[config.mk]
export PLATFORM = sky130hd
export DESIGN_NAME = gray_conv_arbiter
export DESIGN_NICKNAME = d
export VERILOG_FILES = /design/src/rtl/gray_arb_pkg.sv /design/src/rtl/binary_to_gray.sv /design/src/rtl/gray_conv_arbiter.sv
export SDC_FILE = /design/constraint.sdc
export NUM_CORES = 1
export LEC_CHECK = 0
export ABC_AREA = 0
export BUFFER_PORTS_ARGS = -buffer_cell sky130_fd_sc_hd__buf_2
export CORE_ASPECT_RATIO = 2
export CORE_MARGIN = 5
export CORE_UTILIZATION = 37
export CTS_CLUSTER_DIAMETER = 50
export DETAILED_ROUTE_END_ITERATION = 8
export PLACE_DENSITY_LB_ADDON = 0.08
export SKIP_LAST_GASP = 1
export SLEW_MARGIN = 20
export SYNTH_ARGS = -nofsm -noshare
export SYNTH_HDL_FRONTEND = slang
export SYNTH_SLANG_ARGS = --single-unit
[constraint.sdc]
create_clock -name clk -period 2.8 [get_ports clk]
set_clock_uncertainty 0.2 [all_clocks]
set_input_delay 0.28 -clock clk [delete_from_list [all_inputs] [get_ports clk]]
set_output_delay 0.28 -clock clk [all_outputs]
set_load 0.01 [all_outputs]
[src/rtl/gray_arb_pkg.sv]
// Shared types and the round-robin pick function for gray_conv_arbiter.
// Supports up to MAX_REQ requesters; callers zero-extend narrower vectors.
package gray_arb_pkg;

    localparam int unsigned MAX_REQ = 16;

    typedef enum logic {
        ST_EMPTY = 1'b0,
        ST_FULL  = 1'b1
    } state_e;

    typedef struct packed {
        logic       hit;
        logic [3:0] idx;
    } rr_pick_t;

    // Search starts just after 'last' and wraps modulo num_req; first valid wins.
    function automatic rr_pick_t rr_pick(input logic [MAX_REQ-1:0] valid,
                                         input logic [3:0]         last,
                                         input int unsigned        num_req);
        rr_pick_t   res;
        logic [3:0] idx;
        res = '0;
        for (int unsigned k = 1; k <= MAX_REQ; k++) begin
            idx = 4'((32'(last) + k) % num_req);
            if (k <= num_req && !res.hit && valid[idx]) begin
                res.hit = 1'b1;
                res.idx = idx;
            end
        end
        return res;
    endfunction

endpackage

[src/rtl/binary_to_gray.sv]
// Combinational binary-to-Gray converter; MSB passes through unchanged.
module binary_to_gray #(
    parameter int unsigned DATA_WIDTH = 16
) (
    input  logic [DATA_WIDTH-1:0] bin,
    output logic [DATA_WIDTH-1:0] gray
);

    assign gray = bin ^ (bin >> 1);

endmodule

[src/rtl/gray_conv_arbiter.sv]
// Round-robin arbiter sharing one binary_to_gray converter among NUM_REQ requesters,
// with a single registered valid/ready output stage tagged by winner ID.
module gray_conv_arbiter
    import gray_arb_pkg::*;
#(
    parameter int unsigned DATA_WIDTH = 16,
    parameter int unsigned NUM_REQ    = 4,
    localparam int unsigned ID_W      = $clog2(NUM_REQ)
) (
    input  logic                          clk,
    input  logic                          rst_n,
    input  logic [NUM_REQ-1:0]            req_valid,
    input  logic [NUM_REQ*DATA_WIDTH-1:0] req_data,
    output logic [NUM_REQ-1:0]            req_ready,
    output logic                          out_valid,
    input  logic                          out_ready,
    output logic [DATA_WIDTH-1:0]         out_data,
    output logic [ID_W-1:0]               out_id,
    output logic                          busy
);

    state_e                state;
    logic [ID_W-1:0]       last_grant;
    logic [MAX_REQ-1:0]    valid_ext;
    logic [3:0]            last_ext;
    rr_pick_t              pick;
    logic [ID_W-1:0]       winner;
    logic                  accept;
    logic [DATA_WIDTH-1:0] win_data;
    logic [DATA_WIDTH-1:0] win_gray;
    logic                  unused_idx;

    always_comb begin
        valid_ext = '0;
        valid_ext[NUM_REQ-1:0] = req_valid;
        last_ext = '0;
        last_ext[ID_W-1:0] = last_grant;
    end

    assign pick       = rr_pick(valid_ext, last_ext, NUM_REQ);
    assign winner     = pick.idx[ID_W-1:0];
    assign unused_idx = ^pick.idx;
    // The output slot is free when empty or being drained this cycle.
    assign accept     = pick.hit && (state == ST_EMPTY || out_ready);

    always_comb begin
        win_data  = '0;
        req_ready = '0;
        for (int unsigned i = 0; i < NUM_REQ; i++) begin
            if (winner == ID_W'(i)) begin
                win_data     = req_data[i*DATA_WIDTH +: DATA_WIDTH];
                req_ready[i] = accept;
            end
        end
    end

    binary_to_gray #(
        .DATA_WIDTH(DATA_WIDTH)
    ) u_b2g (
        .bin (win_data),
        .gray(win_gray)
    );

    always_ff @(posedge clk or negedge rst_n) begin
        if (!rst_n) begin
            state      <= ST_EMPTY;
            out_data   <= '0;
            out_id     <= '0;
            last_grant <= ID_W'(NUM_REQ - 1);
        end else if (accept) begin
            state      <= ST_FULL;
            out_data   <= win_gray;
            out_id     <= winner;
            last_grant <= winner;
        end else if (state == ST_FULL && out_ready) begin
            state <= ST_EMPTY;
        end
    end

    assign out_valid = (state == ST_FULL);
    assign busy      = out_valid || (|req_valid);

endmodule
==> reports/metrics.csv, run 1 <==
stage,metric,value,unit
finish,# fillers,610,
die,Starting Density,38.26,%
pwr,P_int,847.9,uW
finish,Multi-input gate area,0.001456,sq mm
sta,fin worst setup slack,0.1737,ns
detailed_routing,WL/cell,16.30,um
synth,warnings from Yosys,0,
die,Rows,38,
clock_tree,CTS tree,done,
finish,share of layout cells above drive strength 1,35.07,%
synth,Synth area leader,dfrtp_1,
global_routing,pin count of the biggest net entering global routing,48,
detailed_routing,via-per-instance ratio,5.581,
synth,"Seq/Total Area, Yosys",25.24,%
setup_path,startpoint types,register,
global_routing,gr ovfl total,0,
finish,fin nets,437,
sta,Hold Slack,0.1094,ns
sta,RSZ-0062 raised after global routing,no,
detailed_routing,post-route ant nets,0,
sta,headroom to the max-slew limit,63.85,%
synth,Synth Register Bits,21,
global_routing,GR Util All Layers,18.85,%
finish,register area,528.0,sq um
pwr,Net Sw Power,617.9,uW
detailed_routing,Total Wirelength,6927,um
synth,Post-Synthesis Cells,272,
global_routing,vias in the first global route,2430,
pwr,Pwr Density,545.9,mW/mm^2
die,Die Area,0.007349,sq mm
sta,final period utilization,93.79,%
clock_tree,CTS Buf Count,3,
sta,Pins Over Slew Limit,0,
clock_tree,Root Buffer,clkbuf_8,
pwr,sw frac,42.15,%
clock_tree,clock latency on the worst-skew pair,0.26,ns
setup_path,critical path arrival,2.15,ns
detailed_routing,DRC viols,0,
pwr,Clk network pwr share,14.5,%
detailed_routing,via count,2372,
synth,top-area cell type share of the netlist area,22.73,%
finish,Area growth syn-to-layout,28.35,%
sta,fin crit period,2.626,ns
placement,port bufs,94,
die,Ports,95,
synth,syn avg cell area,7.691,sq um
sta,Final Hold Vio Count,0,
setup_path,critical-path maximum fanout,10,
synth,Syn Nets,343,
placement,gp weighted congestion,0.8423,
synth,"Cell Area, Synth",0.002092,sq mm
flow_run,Max-Cap Viols,0,
global_routing,initial antenna violation count,0,
placement,Setup WS pre-CTS,0.3614,ns
detailed_routing,TritonRoute pass-1 iters,4,
setup_path,Setup crit end kind,output port,
synth,number of library cell types mapped by synthesis,36,
sta,fmax,380.8,MHz
sta,Setup TNS Final,0,ns
placement,post-detail-place hpwl,5525,um
sta,Final setup violation count,0,
clock_tree,H-tree Lvls,1,
pwr,Gate power share,54.1,%
die,Die Width,63.17,um
outcome,status,"complete, no violations",
clock_tree,CTS sink cnt,21,
min_path,Worst Hold Class,in2reg,
finish,# diodes,0,
clock_tree,clock slew at reported path FFs,0.08,ns
die,Core Footprint,0.005468,sq mm
pwr,Peak supply drop,0.3446,mV
setup_path,worst path required time,2.32,ns
global_routing,first-pass GRT wire length,11320,um
sta,Worst-Margin Slew,0.5372,ns
clock_tree,deepest clock path buffer count,2,
die,Die Y-Extent,116.3,um
pwr,Flop pwr share,31.4,%
setup_path,CP Class,reg2out,
pwr,Leakage,1.258,nW
detailed_routing,drt first-iter violations,122,
synth,largest cells by area after synthesis,"dfrtp_1 (23%), xnor2_1 (11%), a21oi_1 (8.4%)",
==> cells in the final DEF (no fill, tap or decap) <==
master,n
nand2_1,42
buf_12,1
or2_2,1
a22o_1,1
dfstp_2,2
a221oi_1,4
clkinv_2,1
mux2i_1,5
inv_1,3
a21oi_1,35
a32oi_1,3
a21o_1,3
o221a_2,2
o32ai_1,1
a21oi_2,1
dlygate4sd3_1,1
a211oi_1,1
xor2_1,4
nand3_1,26
nor4_1,3
a31oi_1,3
a221oi_2,3
clkbuf_8,3
nor3_1,1
nor4_2,10
nand2b_1,5
nor2_1,23
xnor2_1,26
a211o_1,1
and3_1,22
and4_1,2
dfrtp_1,19
nor2b_1,1
and2_1,1
o31ai_1,1
buf_2,94
a211oi_4,1
buf_4,9
==> repair_timing <==
item,in CTS,in global routing
endpoints found under the hold margin,19,0
setup buffers,0,0
gates resized for setup,0,0
hold buffers,1,0
==> worst max-delay path: stages, from the launching register on <==
cell and delay (ns):
dfstp_2 0.62, a21oi_1 0.09, a31oi_1 0.21, a21o_1 0.29, nand2_1 0.29, nor2_1 0.22
buf_2 0.16
==> final cells by class <==
class / count / share of cell area (%)
multi-input cells: 232 / 54.24
clock inverters: 1 / 0.1864
flip-flops and latches: 21 / 19.66
inverters: 3 / 0.4194
repair buffers: 105 / 21.16
well taps: 60 / 2.796
clock buffers: 3 / 1.538
==> synth_stat cells, drive strengths merged <==
library cell	instances
nor3	1
a21o	3
o32ai	1
inv	3
a31oi	3
nand3	26
buf	13
nor4	13
a221oi	7
xor2	4
o31ai	1
and2	1
dfstp	2
o221a	2
and3	22
nor2b	1
dfrtp	19
and4	2
xnor2	26
a21oi	36
a211oi	2
a211o	1
nand2	42
nand2b	5
a22o	1
nor2	23
or2	1
mux2i	5
clkbuf	3
a32oi	3
==> power by group through the flow <==
stage	sequential, mW	clock [mW]	combinational [mW]
floorplan	0.497	0	0.479
global placement	0.466	0	0.798
detailed placement	0.467	0	0.802
CTS	0.462	0.214	0.805
global route	0.475	0.227	0.883
finish	0.461	0.212	0.793
==> state kept, by name, indices dropped and copies added (netlist names) <==
| signal | cells |
|---|---|
| out_valid | 1 |
| last_grant | 2 |
| out_id | 2 |
| out_data | 16 |
==> metal layers <==
layer | routed length, um | GRT usage [%]
met5 | 0 | 0
met4 | 174 | 7.767
met3 | 438 | 3.561
met2 | 3723 | 35.02
met1 | 2591 | 20.62
==> worst paths after layout <==
path	from	end	slack, ns	cells past startpoint
min	out_ready	out_valid	0.11	3
min in group asynchronous	rst_n	out_valid	0.32	2
max	last_grant[1]	req_ready[0]	0.17	6
max in group asynchronous	rst_n	last_grant[1]	1.72	2
min reg2reg	out_id[1]	out_id[1]	0.28	2
max reg2reg	last_grant[1]	out_data[8]	0.37	7
==> per-stage QoR <==
step	std cells	power [mW]	cell area, sq um	util [%]
4_1_cts	425	1.481	2685	49.11
3_5_place_dp	420	1.269	2629	48.08
5_1_grt	425	1.585	2685	49.11
2_1_floorplan	272	0.9765	2092	-
6_report	425	1.466	2685	49.11
3_3_place_gp	420	1.264	2629	48.08
==> cell families after synthesis <==
logic type	after synthesis	share of synthesized area, %
buffers and inverters	19	5.502
AO/OA/AOI/OAI	60	19.50
flip-flops	21	25.24
XOR/XNOR	30	12.56
AND/OR/NAND/NOR	137	34.81
multiplexers	5	2.392
(Power assumes the default switching activity.)
==> inputs of run 2 (changes only) <==
CORE_UTILIZATION = 48   (was 37)
==> run 2 against run 1 <==
Against the previous run: routed wire length decreased by 2.2%; power decreased by 0.17%; largest cell class unchanged; die area decreased by 20%; combinational power decreased by 0.5%; count of clock-buffer cells in the layout increased by 1; via count increased by 2.6%; first-iteration DRC count decreased by 37%; critical path depth decreased by 1; register-to-register slack about the same; clock power about the same; sequential share of layout area increased by 0.19 points; critical endpoint is now req_ready[2]; core utilization increased by 13 points.
==> reports/metrics.csv, run 2 (synthesis results as in run 1) <==
stage,metric,value,unit,change
outcome,status,"complete, no violations",,
die,Ports,95,,unchanged
clock_tree,CTS tree,done,,
global_routing,vias in the first global route,2476,,+1.9%
clock_tree,Root Buffer,clkbuf_8,,
finish,most flop-heavy register,out_data,,
clock_tree,clock latency on the worst-skew pair,0.27,ns,about the same
setup_path,critical path arrival,2.18,ns,+0.03 ns
finish,# fillers,443,,-27%
sta,fmax,376.1,MHz,-1.2%
finish,largest registers,"out_data x16, last_grant x2, out_id x2",,
global_routing,pin count of the biggest net entering global routing,24,,-50%
setup_path,critical path's slowest cell,dfstp_2,,
sta,Final Hold Vio Count,0,,unchanged
sta,Final setup violation count,0,,unchanged
die,Core Footprint,0.004297,sq mm,-21%
die,Die Width,56.68,um,-10%
flow_run,Max-Cap Viols,0,,unchanged
global_routing,first-pass GRT wire length,11070,um,-2.2%
setup_path,"critical path, cell by cell",a31oi_1 -> a21oi_2 -> nand2_2 -> nor2_1 -> buf_2,,
die,Rows,34,,-11%
finish,Final Cell Area,0.002659,sq mm,-0.98%
finish,fin nets,436,,-0.23%
finish,Layout Cells excl Fill,418,,-1.6%
sta,headroom to the max-slew limit,63.72,%,-0.13 points
detailed_routing,TritonRoute pass-1 iters,4,,unchanged
clock_tree,H-tree Lvls,1,,unchanged
finish,"most common cell after layout, fill and taps aside",buf_2,,
die,Starting Density,48.69,%,+10 points
setup_path,startpoint types,register,,
finish,# diodes,0,,unchanged
setup_path,Setup crit end kind,output port,,
die,Die Y-Extent,103.4,um,-11%
finish,Area growth syn-to-layout,27.09,%,
finish,"commonest cells after routing, fill and taps aside","buf_2 (94), nand2_1 (41), a21oi_1 (35)",,
detailed_routing,Total Wirelength,6776,um,-2.2%
finish,register area,528.0,sq um,unchanged
global_routing,GR Util All Layers,23.84,%,+5.0 points
finish,fin util,61.88,%,+13 points
detailed_routing,DRC viols,0,,unchanged
clock_tree,clock slew at reported path FFs,0.08,ns,about the same
die,Die Area,0.005858,sq mm,-20%
clock_tree,postcts setup bufs,0,,unchanged
detailed_routing,post-route ant nets,0,,unchanged
detailed_routing,via-per-instance ratio,5.821,,+4.3%
sta,final period utilization,94.96,%,+1.2 points
global_routing,gr ovfl total,0,,unchanged
finish,Multi-input gate area,0.001459,sq mm,+0.17%
finish,Largest register FFs,16,,unchanged
detailed_routing,via count,2433,,+2.6%
setup_path,CP Class,reg2out,,
sta,Pins Over Slew Limit,0,,unchanged
sta,RSZ-0062 raised after global routing,no,,
placement,Placed Area,0.002601,sq mm,-1.0%
detailed_routing,WL/cell,16.21,um,-0.54%
placement,dpl cells,413,,-1.7%
clock_tree,CTS Buf Count,3,,unchanged
min_path,Worst Hold Class,in2reg,,
sta,fin crit period,2.659,ns,+0.03257 ns
sta,Worst-Margin Slew,0.5441,ns,+0.006901 ns
pwr,Pwr Density,550.4,mW/mm^2,+0.82%
placement,post-detail-place hpwl,5379,um,-2.6%
setup_path,worst path required time,2.32,ns,about the same
placement,gp weighted congestion,0.8958,,+6.4%
pwr,Leakage,1.246,nW,-0.90%
placement,port bufs,94,,unchanged
global_routing,initial antenna violation count,0,,unchanged
finish,share of layout cells above drive strength 1,34.89,%,-0.18 points
pwr,Peak supply drop,0.3408,mV,-1.1%
sta,Setup TNS Final,0,ns,unchanged
setup_path,critical-path maximum fanout,16,,+6
detailed_routing,drt first-iter violations,77,,-37%
clock_tree,deepest clock path buffer count,2,,unchanged
setup_path,crit-path max cell delay,0.61,ns,about the same
clock_tree,CTS sink cnt,21,,unchanged
sta,Hold Slack,0.1061,ns,-0.003313 ns
-- run 2: changes by cell type in the layout (fill, tap and decap cells not counted), sizes merged --
cell | previous run | this run
clkbuf | 3 | 4
clkinv | 1 | 0
buf | 104 | 103
-- run 2: layout make-up --
| cell class | instances | area share (%) |
|---|---|---|
| inverters | 3 | 0.4235 |
| multi-input cells | 232 | 54.87 |
| repair buffers | 104 | 20.61 |
| well taps | 54 | 2.541 |
| flip-flops and latches | 21 | 19.86 |
| clock buffers | 4 | 1.694 |
-- run 2: worst max-delay path, delay by kind of cell, from the launching register on --
| kind | cells | cell delay [ns] |
|---|---|---|
| buf+inv | 1 | 0.14 |
| flops | 1 | 0.61 |
| simple gates | 2 | 0.54 |
| compound gates | 2 | 0.61 |
-- run 2: worst paths after layout --
kind | startpoint | depth (start not counted) | slack [ns] | end
worst max-delay path | last_grant[1] | 5 | 0.14 | req_ready[2]
worst min-delay path | out_ready | 3 | 0.11 | out_valid
worst max register to register | last_grant[1] | 7 | 0.36 | out_data[10]
worst min register to register | out_data[15] | 1 | 0.28 | out_data[15]
max in group asynchronous | rst_n | 2 | 1.72 | last_grant[1]
min in group asynchronous | rst_n | 2 | 0.31 | out_valid
-- run 2: where the power goes --
part / leakage, nW / switching, mW / total, mW / internal, mW
combinational: 0.994 / 0.449 / 0.789 / 0.340
sequential: 0.230 / 0.0609 / 0.463 / 0.402
clock: 0.0228 / 0.110 / 0.212 / 0.102
total: 1.25 / 0.620 / 1.46 / 0.843
-- run 2: what timing repair did --
action | 4_1_cts | 5_1_grt
gates resized for setup | 1 | 0
endpoints found under the setup margin | 1 | 0
endpoints found under the hold margin | 19 | 0
hold buffers | 1 | 0
-- run 2: through the flow --
step	setup WS, ns	total power, mW
2_1_floorplan	0.6494	0.9765
3_3_place_gp	0.3094	1.245
3_5_place_dp	0.2832	1.256
4_1_cts	0.1458	1.470
5_1_grt	0.01182	1.572
6_report	0.1412	1.463
-- run 2: routing by layer --
metal / GRT usage [%] / wire length, um / vias to the layer above
met1: 25.35 / 2471 / 1152
met4: 10.97 / 228 / 0
met2: 45.72 / 3654 / 104
met3: 2.981 / 421 / 15
li1: - / - / 1162
met5: 0 / 0 / -
